===== config.mk =====
export PLATFORM = sky130hd
export DESIGN_NAME = uart_rx_word
export DESIGN_NICKNAME = d
export VERILOG_FILES = /design/src/rtl/uart_rx_word.sv
export SDC_FILE = /design/constraint.sdc
export NUM_CORES = 1
export LEC_CHECK = 0
export BUFFER_PORTS_ARGS = -buffer_cell sky130_fd_sc_hd__clkbuf_2
export CORE_ASPECT_RATIO = 2
export CORE_UTILIZATION = 51
export DETAILED_ROUTE_END_ITERATION = 10
export PLACE_DENSITY = 0.74
export SLEW_MARGIN = 15
export SYNTH_ARGS = -nofsm -noshare
export SYNTH_HDL_FRONTEND = slang
export SYNTH_SLANG_ARGS = --single-unit
export TNS_END_PERCENT = 20

===== constraint.sdc =====
create_clock -name CLK_100MHz -period 1.75 [get_ports CLK_100MHz]
set_input_delay 0.175 -clock CLK_100MHz [delete_from_list [all_inputs] [get_ports CLK_100MHz]]
set_output_delay 0.175 -clock CLK_100MHz [all_outputs]
set_load 0.02 [all_outputs]

===== src/rtl/uart_rx_word.sv =====
// uart_rx_word: 8N1 UART receiver with 16x oversampling and a 3-sample majority vote.
// Each received byte is held in a 16-bit status/data word until the consumer pulses clear:
//   out[15]=ready, out[10]=parity_err, out[9]=overrun, out[8]=frame_err, out[7:0]=data.
// Optional feature macro: UART_RX_PARITY_EN adds an even-parity bit after the data bits
// (11-bit frame). Without it the frame is 10 bits and out[10] stays 0.
// Handshake: clear is a single-cycle strobe. It acknowledges the held word only while
// ready is 1. A commit in the same cycle takes priority over clear.
module uart_rx_word #(
    parameter int CLK_HZ     = 100000000,
    parameter int BAUD       = 115200,
    parameter int OVERSAMPLE = 16
) (
    input  logic        CLK_100MHz,
    input  logic        rst_n,
    input  logic        RX,
    input  logic        clear,
    output logic [15:0] out,
    output logic        rx_ready,
    output logic        rx_busy
);

    localparam int DIV   = CLK_HZ / (BAUD * OVERSAMPLE);
    localparam int DIV_W = (DIV > 1) ? $clog2(DIV) : 1;
    localparam logic [DIV_W-1:0] DIV_LAST = DIV_W'(DIV - 1);

    typedef enum logic [2:0] {
        S_IDLE   = 3'd0,
        S_START  = 3'd1,
        S_DATA   = 3'd2,
        S_PARITY = 3'd3,
        S_STOP   = 3'd4
    } state_t;

    state_t           state_q, state_d;
    logic             rx_meta_q, rxs_q;
    logic [DIV_W-1:0] div_q, div_d;
    logic [3:0]       idx_q, idx_d;
    logic             s7_q, s8_q;
    logic [2:0]       bit_cnt_q, bit_cnt_d;
    logic [7:0]       shift_q, shift_d;
    logic             armed_q, armed_d;
    logic             ready_q, ovr_q, ferr_q, perr_q;
    logic [7:0]       data_q;
    logic             tick, mid, vote, commit;
`ifdef UART_RX_PARITY_EN
    logic             par_q, par_d;
`endif

    // A tick marks the end of one oversample period; the vote point is the tick at index 9.
    assign tick = (state_q != S_IDLE) && (div_q == DIV_LAST);
    assign mid  = tick && (idx_q == 4'd9);
    assign vote = (s7_q & s8_q) | (s7_q & rxs_q) | (s8_q & rxs_q);

    // Two-flop synchroniser, both flops reset to the idle-high line level.
    always_ff @(posedge CLK_100MHz or negedge rst_n) begin
        if (!rst_n) begin
            rx_meta_q <= 1'b1;
            rxs_q     <= 1'b1;
        end else begin
            rx_meta_q <= RX;
            rxs_q     <= rx_meta_q;
        end
    end

    // Capture the synchronised line at tick indices 7 and 8; index 9 is used live in the vote.
    always_ff @(posedge CLK_100MHz or negedge rst_n) begin
        if (!rst_n) begin
            s7_q <= 1'b1;
            s8_q <= 1'b1;
        end else begin
            if (tick && idx_q == 4'd7) s7_q <= rxs_q;
            if (tick && idx_q == 4'd8) s8_q <= rxs_q;
        end
    end

    // Tick divider and per-bit tick index; both sit at zero in IDLE so a frame aligns to its start edge.
    always_comb begin
        div_d = div_q;
        idx_d = idx_q;
        if (state_q == S_IDLE) begin
            div_d = '0;
            idx_d = 4'd0;
        end else begin
            div_d = (div_q == DIV_LAST) ? '0 : div_q + DIV_W'(1);
            if (tick) idx_d = idx_q + 4'd1;
        end
    end

    // Next-state logic: start detection, bit shifting and the commit strobe.
    always_comb begin
        state_d   = state_q;
        bit_cnt_d = bit_cnt_q;
        shift_d   = shift_q;
        commit    = 1'b0;
        // Start detection is armed only after the line has been seen high, so a held-low
        // line (break) cannot retrigger a frame.
        armed_d   = rxs_q ? 1'b1 : armed_q;
`ifdef UART_RX_PARITY_EN
        par_d     = par_q;
`endif
        case (state_q)
            S_IDLE: begin
                if (!rxs_q && armed_q) state_d = S_START;
            end
            S_START: begin
                if (mid) begin
                    if (vote) begin
                        state_d = S_IDLE;
                    end else begin
                        state_d   = S_DATA;
                        bit_cnt_d = 3'd0;
                    end
                end
            end
            S_DATA: begin
                if (mid) begin
                    shift_d   = {vote, shift_q[7:1]};
                    bit_cnt_d = bit_cnt_q + 3'd1;
                    if (bit_cnt_q == 3'd7) begin
`ifdef UART_RX_PARITY_EN
                        state_d = S_PARITY;
`else
                        state_d = S_STOP;
`endif
                    end
                end
            end
`ifdef UART_RX_PARITY_EN
            S_PARITY: begin
                if (mid) begin
                    par_d   = vote;
                    state_d = S_STOP;
                end
            end
`endif
            S_STOP: begin
                if (mid) begin
                    commit  = 1'b1;
                    state_d = S_IDLE;
                    if (!vote) armed_d = 1'b0;
                end
            end
            default: state_d = S_IDLE;
        endcase
    end

    // Receive-path state registers.
    always_ff @(posedge CLK_100MHz or negedge rst_n) begin
        if (!rst_n) begin
            state_q   <= S_IDLE;
            div_q     <= '0;
            idx_q     <= 4'd0;
            bit_cnt_q <= 3'd0;
            shift_q   <= 8'h00;
            armed_q   <= 1'b1;
        end else begin
            state_q   <= state_d;
            div_q     <= div_d;
            idx_q     <= idx_d;
            bit_cnt_q <= bit_cnt_d;
            shift_q   <= shift_d;
            armed_q   <= armed_d;
        end
    end

`ifdef UART_RX_PARITY_EN
    // Parity vote register and even-parity check flag.
    always_ff @(posedge CLK_100MHz or negedge rst_n) begin
        if (!rst_n) begin
            par_q  <= 1'b0;
            perr_q <= 1'b0;
        end else begin
            par_q <= par_d;
            if (commit)                perr_q <= (^shift_q) ^ par_q;
            else if (clear && ready_q) perr_q <= 1'b0;
        end
    end
`else
    assign perr_q = 1'b0;
`endif

    // Held status/data word: commit loads a new frame, clear acknowledges it; commit wins.
    always_ff @(posedge CLK_100MHz or negedge rst_n) begin
        if (!rst_n) begin
            ready_q <= 1'b0;
            ovr_q   <= 1'b0;
            ferr_q  <= 1'b0;
            data_q  <= 8'h00;
        end else if (commit) begin
            data_q  <= shift_q;
            ready_q <= 1'b1;
            ferr_q  <= ~vote;
            if (clear)        ovr_q <= 1'b0;
            else if (ready_q) ovr_q <= 1'b1;
        end else if (clear && ready_q) begin
            ready_q <= 1'b0;
            ovr_q   <= 1'b0;
            ferr_q  <= 1'b0;
        end
    end

    assign out      = {ready_q, 4'b0000, perr_q, ovr_q, ferr_q, data_q};
    assign rx_ready = ready_q;
    assign rx_busy  = (state_q != S_IDLE);

endmodule

==> results of run 1 <==
[kinds of logic after synthesis]
logic type,Yosys count,share of synthesized area (%)
flip-flops,40,52.6
other,1,0.196
adder cells (fa/ha/maj),8,5.10
AND/OR/NAND/NOR,50,16.5
buffers and inverters,24,6.74
AO/OA/AOI/OAI,15,4.97
multiplexers,18,10.6
XOR/XNOR,7,3.20
[final cells by class]
class                   instances  area [µm²]  share of cell area, %
well taps                      49        61.3                   2.67
multi-input cells             103         853                   37.1
clock inverters                 3        47.5                   2.07
clock buffers                   5        68.8                   2.99
inverters                      10        37.5                   1.63
repair buffers                 33         220                   9.58
flip-flops and latches         40        1010                   43.9
[sequential cells by signal (all words and copies together) (netlist names)]
register and cells:
div_q 6, armed_q 1, state_q 3, ferr_q 1, shift_q 8, rxs_q 1, ovr_q 1, rx_ready 1
s8_q 1, bit_cnt_q 3, idx_q 4, data_q 8, rx_meta_q 1, s7_q 1
[placed cells by master, fill, tap and decap left out, types with 3 or more instances in the layout]
cell type / count
a21oi_1: 5
buf_4: 13
clkbuf_2: 16
clkbuf_8: 5
conb_1: 5
dfrtp_1: 33
dfstp_2: 5
ha_1: 5
inv_1: 8
mux2_2: 14
mux2_4: 4
nand2_1: 10
nand3_1: 5
nor2_1: 13
nor3_1: 4
nor4_1: 3
xnor2_1: 4
xor2_1: 3
[repair_timing]
item                                   in CTS  in global routing
resized for setup                           9                 11
endpoints found under the hold margin      22                  0
setup endpoints to repair                  19                 21
hold buffers                                2                  0
cloned                                      1                  0
pin swaps                                   3                  2
[Yosys cell counts (all sizes together), types with 2 or more instances]
library cell	number
nand3b	2
ha	7
o31ai	2
mux2	18
a21oi	5
nand2	10
nor3	5
xnor2	4
nand2b	2
dfrtp	35
nand3	5
clkbuf	3
nor2	13
dfstp	5
nor4	5
inv	10
xor2	3
buf	11
o21ai	2
nand4b	2
[metal layers]
metal | global-route usage (%) | wire (µm) | vias to the layer above
li1 | - | - | 605
met1 | 22.6 | 1360 | 607
met2 | 36.1 | 2010 | 31
met3 | 3.88 | 81 | 12
met4 | 11.8 | 138 | 0
met5 | 0 | 0 | -
[critical path, stage by stage, from the launching register on]
cell	delay (ns)
dfrtp_1	0.40
inv_2	0.07
ha_4	0.15
nand4b_4	0.16
nor4_4	0.32
buf_6	0.18
mux2_2	0.33
[report_power, final]
part	switching (mW)	internal [mW]	leakage [nW]	total, mW
clock network	0.329	0.429	0.0583	0.758
logic	0.171	0.163	0.537	0.334
registers	0.0908	0.989	0.520	1.08
total	0.591	1.58	1.11	2.17
[through the flow]
step                util (%)  TNS [ns]  hold WS [ns]  worst slack, ns
finish                  63.7         0         0.113           0.0257
global route            63.7    -0.317         0.106          -0.0291
CTS                     62.9         0        0.0818           0.0127
detailed placement      57.8    -0.900         0.238          -0.0756
global placement        57.8         0         0.241          0.00597
floorplan                  -         0        -0.121          0.00560
[worst max-delay path by stage]
| stage | from | endpoint | slack [ns] | depth (start not counted) |
|---|---|---|---|---|
| final | div_q[1] | data_q[2] | 0.03 | 6 |
| after floorplan | div_q[1] | shift_q[0] | 0.006 | 6 |
| after detailed placement | div_q[1] | data_q[6] | -0.08 | 6 |
| after CTS | div_q[1] | shift_q[2] | 0.01 | 6 |
| after global routing | div_q[1] | data_q[2] | -0.03 | 6 |
| after global placement | idx_q[1] | armed_q | 0.006 | 6 |
==> metrics.md, run 1 <==
| Metric | Value |
|---|---|
| Status | `completed` |
| Slew Viols, Final | `0` |
| Detailed Place HPWL | `2620 µm` |
| Avg Cell Area, Syn | `11.7 µm²` |
| Die width | `45.3 µm` |
| GRT Overall Usage | `20.8%` |
| Crit share post-route | `98.5%` |
| EDFF count, synth | `0` |
| Register area share after synthesis | `52.6%` |
| Clock Path Buffers | `2` |
| Hold path start | `clear` |
| # fillers | `293` |
| Hold Fails Final Rpt | `0` |
| Top cell type's share of synthesized area | `45.8%` |
| Crit. End Element | `register` |
| #FFs+latches synth | `40` |
| DR vias/cell | `5.16` |
| Minimum clock period | `1.72 ns` |
| Top Ports | `22` |
| Num Clock Sinks | `40` |
| R2R cell count | `6` |
| DRT Pass-1 Iters | `4` |
| Arrival time at the worst endpoint | `1.90 ns` |
| Worst hold path type | `in -> reg` |
| LEAKAGE | `1.11 nW` |
| Mapped cell area | `1910 µm²` |
| Top cell type by total area after synthesis | `dfrtp_1` |
| Port bufs | `16` |
| Reg2reg setup slack | `0.03 ns` |
| Largest net degree at the start of global routing | `29` |
| RSZ-0062 raised after global routing | `true` |
| Final Non-Filler Cells | `243` |
| WL final | `3600 µm` |
| First-pass GRT wire length | `5930 µm` |
| Worst setup path category | `reg -> reg` |
| Maximum vdd drop | `0.000893 V` |
| CTS root buffer | `clkbuf_8` |
| Crit path launch type | `register` |
| H-tree depth | `2` |
| Clk_skew | `0.00313 ns` |
| Dpl cells | `232` |
| Vias in the first global route | `1320` |
| Cell Area, Placed | `2080 µm²` |
| Share of layout cells above drive strength 1 | `39.2%` |
| Initial antenna violation count | `0` |
| Cells after Synth | `163` |
| Number of routed nets with antenna violations | `0` |
| Diodes inserted | `0` |
| Starting density of the core | `53.0%` |
| Hold Path End | `rx_ready` |
| Post-route cell area | `2300 µm²` |
| Setup Viol. Count Final | `0` |
| Max FO, Critical Path | `6` |
| Worst-path clk slew | `0.08 ns` |
| Total die area | `4010 µm²` |
| Fmax achieved | `580 MHz` |
| Power Total | `2.17 mW` |
| # rows | `31` |
| Worst Hold Depth | `2` |
| Async SR Flop Fraction | `100%` |
| GRT overflow | `0` |
| Slew @ Worst Pin | `0.674 ns` |
| Max_cap viols | `0` |
| DRC | `0` |
| TritonCTS Buffers | `5` |
| Syn-to-layout area delta | `20.1%` |
| RR Startpoint | `div_q[1]` |
| Top cells by area, synth | `dfrtp_1 46%, mux2_2 11%, dfstp_2 6.9%` |
| Nets | `204` |
| Core Footprint | `3610 µm²` |
| Pwr/cell area | `945 nW/µm²` |
| Worst endpoint required time | `1.92 ns` |
| Most common flop cell mapped by yosys | `dfrtp_1` |
| CTS tree | `done` |
| Post-DR wirelength/cell | `14.8 µm` |
| Via Count | `1255` |
| Yosys warnings | `0` |
| Unique masters post-synth | `38` |
| Max-slew headroom | `55.0%` |
| Clk_lat worst skew | `0.29 ns` |
| Placer Congestion | `0.877` |
| RR Endpoint | `data_q[2]` |
| Post-CTS Setup Inserts | `0` |
| Die Ht | `88.6 µm` |
| Initial drt markers | `14` |
(Power assumes the default switching activity.)
==> run 2: changes to the inputs <==
--- a/config.mk
+++ b/config.mk
@@ -9,7 +9,7 @@
 export CORE_ASPECT_RATIO = 2
 export CORE_UTILIZATION = 51
 export DETAILED_ROUTE_END_ITERATION = 10
-export PLACE_DENSITY = 0.74
+export PLACE_DENSITY = 0.72
 export SLEW_MARGIN = 15
 export SYNTH_ARGS = -nofsm -noshare
 export SYNTH_HDL_FRONTEND = slang
==> run 2 against run 1 <==
Compared with the run above: hold slack worse by 0.039 ns; sequential power hardly changed; wire length is 5.3% lower; sequential share of layout area hardly changed; count of clock-buffer cells in the layout stayed put; largest cell class unchanged.
==> metrics.md, run 2 (synthesis results as in run 1) <==
| Metric | Value |
|---|---|
| Diodes inserted | `0` |
| Crit share post-route | `97.5%` |
| Max_cap viols | `0` |
| Worst-path clk slew | `0.07 ns` |
| RSZ-0062 raised after global routing | `true` |
| Largest net degree at the start of global routing | `29` |
| DRC | `0` |
| Top Ports | `22` |
| Crit path launch type | `register` |
| Status | `completed` |
| Final setup TNS | `0 ns` |
| Initial drt markers | `33` |
| DR vias/cell | `5.13` |
| Worst path slowest cell | `dfrtp_1` |
| Biggest regs | `data_q: 8 flops, shift_q: 8 flops, div_q: 6 flops` |
| Initial antenna violation count | `0` |
| Num Clock Sinks | `40` |
| GRT Overall Usage | `20.8%` |
| Vias in the first global route | `1294` |
| TritonCTS Buffers | `5` |
| First-pass GRT wire length | `5840 µm` |
| H-tree depth | `2` |
| LEAKAGE | `1.11 nW` |
| Share of layout cells above drive strength 1 | `39.8%` |
| Hold Fails Final Rpt | `0` |
| Starting density of the core | `53.0%` |
| Total die area | `4010 µm²` |
| Dpl cells | `232` |
| CTS tree | `done` |
| Core Footprint | `3610 µm²` |
| Worst hold path type | `in -> reg` |
| Most frequent cells in the layout | `34 x dfrtp_1, 17 x mux2_2, 16 x clkbuf_2` |
| Pwr/cell area | `934 nW/µm²` |
| Maximum vdd drop | `0.000951 V` |
| Pre-CTS setup slack | `-0.0587 ns` |
| Die Ht | `88.6 µm` |
| Clock Path Buffers | `2` |
| Port bufs | `16` |
| Slew @ Worst Pin | `0.672 ns` |
| Placer Congestion | `0.819` |
| GRT overflow | `0` |
| Worst setup path category | `reg -> reg` |
| Worst endpoint required time | `1.93 ns` |
| Die width | `45.3 µm` |
| Clk_lat worst skew | `0.30 ns` |
| DRT Pass-1 Iters | `4` |
| Worst path cell trace | `inv_2 -> ha_4 -> nand4b_4 -> nor4_2 -> buf_4 -> mux2_2` |
| Max-slew headroom | `55.2%` |
| Number of routed nets with antenna violations | `0` |
| Minimum clock period | `1.71 ns` |
| Setup Viol. Count Final | `0` |
| Fmax achieved | `586 MHz` |
| Commonest non-fill, non-tap cell in the layout | `dfrtp_1` |
| Max stage delay on crit path | `0.39 ns` |
| Via Count | `1257` |
| Worst path buffer plus inverter count | `2` |
| # rows | `31` |
| Max FO, Critical Path | `11` |
| Clk_skew | `0.00735 ns` |
| # fillers | `278` |
| Post-DR wirelength/cell | `13.9 µm` |
| Family with the most delay on the worst path | `simple AND/OR/NAND/NOR gates` |
| Arrival time at the worst endpoint | `1.89 ns` |
| Final worst slack | `0.0433 ns` |
| Syn-to-layout area delta | `19.9%` |
| Slew Viols, Final | `0` |
| WL final | `3410 µm` |
| CTS root buffer | `clkbuf_8` |
| Final Non-Filler Cells | `245` |
| Detailed Place HPWL | `2510 µm` |
| Nets | `206` |
| Crit. End Element | `register` |
==> run 2: per-layer routing <==
layer / track usage, % / wire [µm]
met1: 23.4 / 1370
met2: 34.8 / 1860
met3: 5.51 / 91
met4: 10.7 / 79
met5: 0 / 0
==> run 2: repair_timing <==
| action | CTS | global route |
|---|---|---|
| buffers inserted | 1 | 2 |
| hold buffers | 2 | 0 |
| resized for setup | 5 | 6 |
| pin swaps | 1 | 5 |
| endpoints found under the setup margin | 18 | 22 |
| endpoints found under the hold margin | 22 | 0 |
==> run 2: final cells by class <==
type	instances	area (µm²)	share of cell area (%)
clock buffer	5	68.8	3.00
clock inverter	3	42.5	1.85
inverter	10	37.5	1.64
timing repair buffer	35	244	10.6
multi-input combinational	103	832	36.3
tap	49	61.3	2.67
sequential	40	1010	43.9
==> run 2: metrics by stage <==
stage	area (µm²)	hold slack [ns]	utilization, %	power, mW
after detailed placement	2080	0.244	57.8	1.38
after global placement	2080	0.233	57.8	1.37
after floorplan	1930	-0.121	-	1.27
after CTS	2260	0.0715	62.6	2.16
final	2290	0.0741	63.6	2.14
after global routing	2290	0.0775	63.6	2.27
==> run 2: final timing paths <==
| check | slack [ns] | to | startpoint | depth (start not counted) |
|---|---|---|---|---|
| max | 0.04 | data_q[3] | div_q[1] | 6 |
| max in group asynchronous | 0.75 | data_q[5] | rst_n | 3 |
| min in group asynchronous | 0.43 | shift_q[7] | rst_n | 2 |
| max reg2reg | 0.04 | data_q[3] | div_q[1] | 6 |
| min reg2reg | 0.36 | rxs_q | rx_meta_q | 0 |
| min | 0.07 | ovr_q | clear | 2 |
==> run 2: report_power, final <==
group          switching [mW]  total [mW]  internal (mW)
Sequential             0.0900        1.08          0.990
Combinational           0.166       0.322          0.157
Clock                   0.320       0.742          0.421
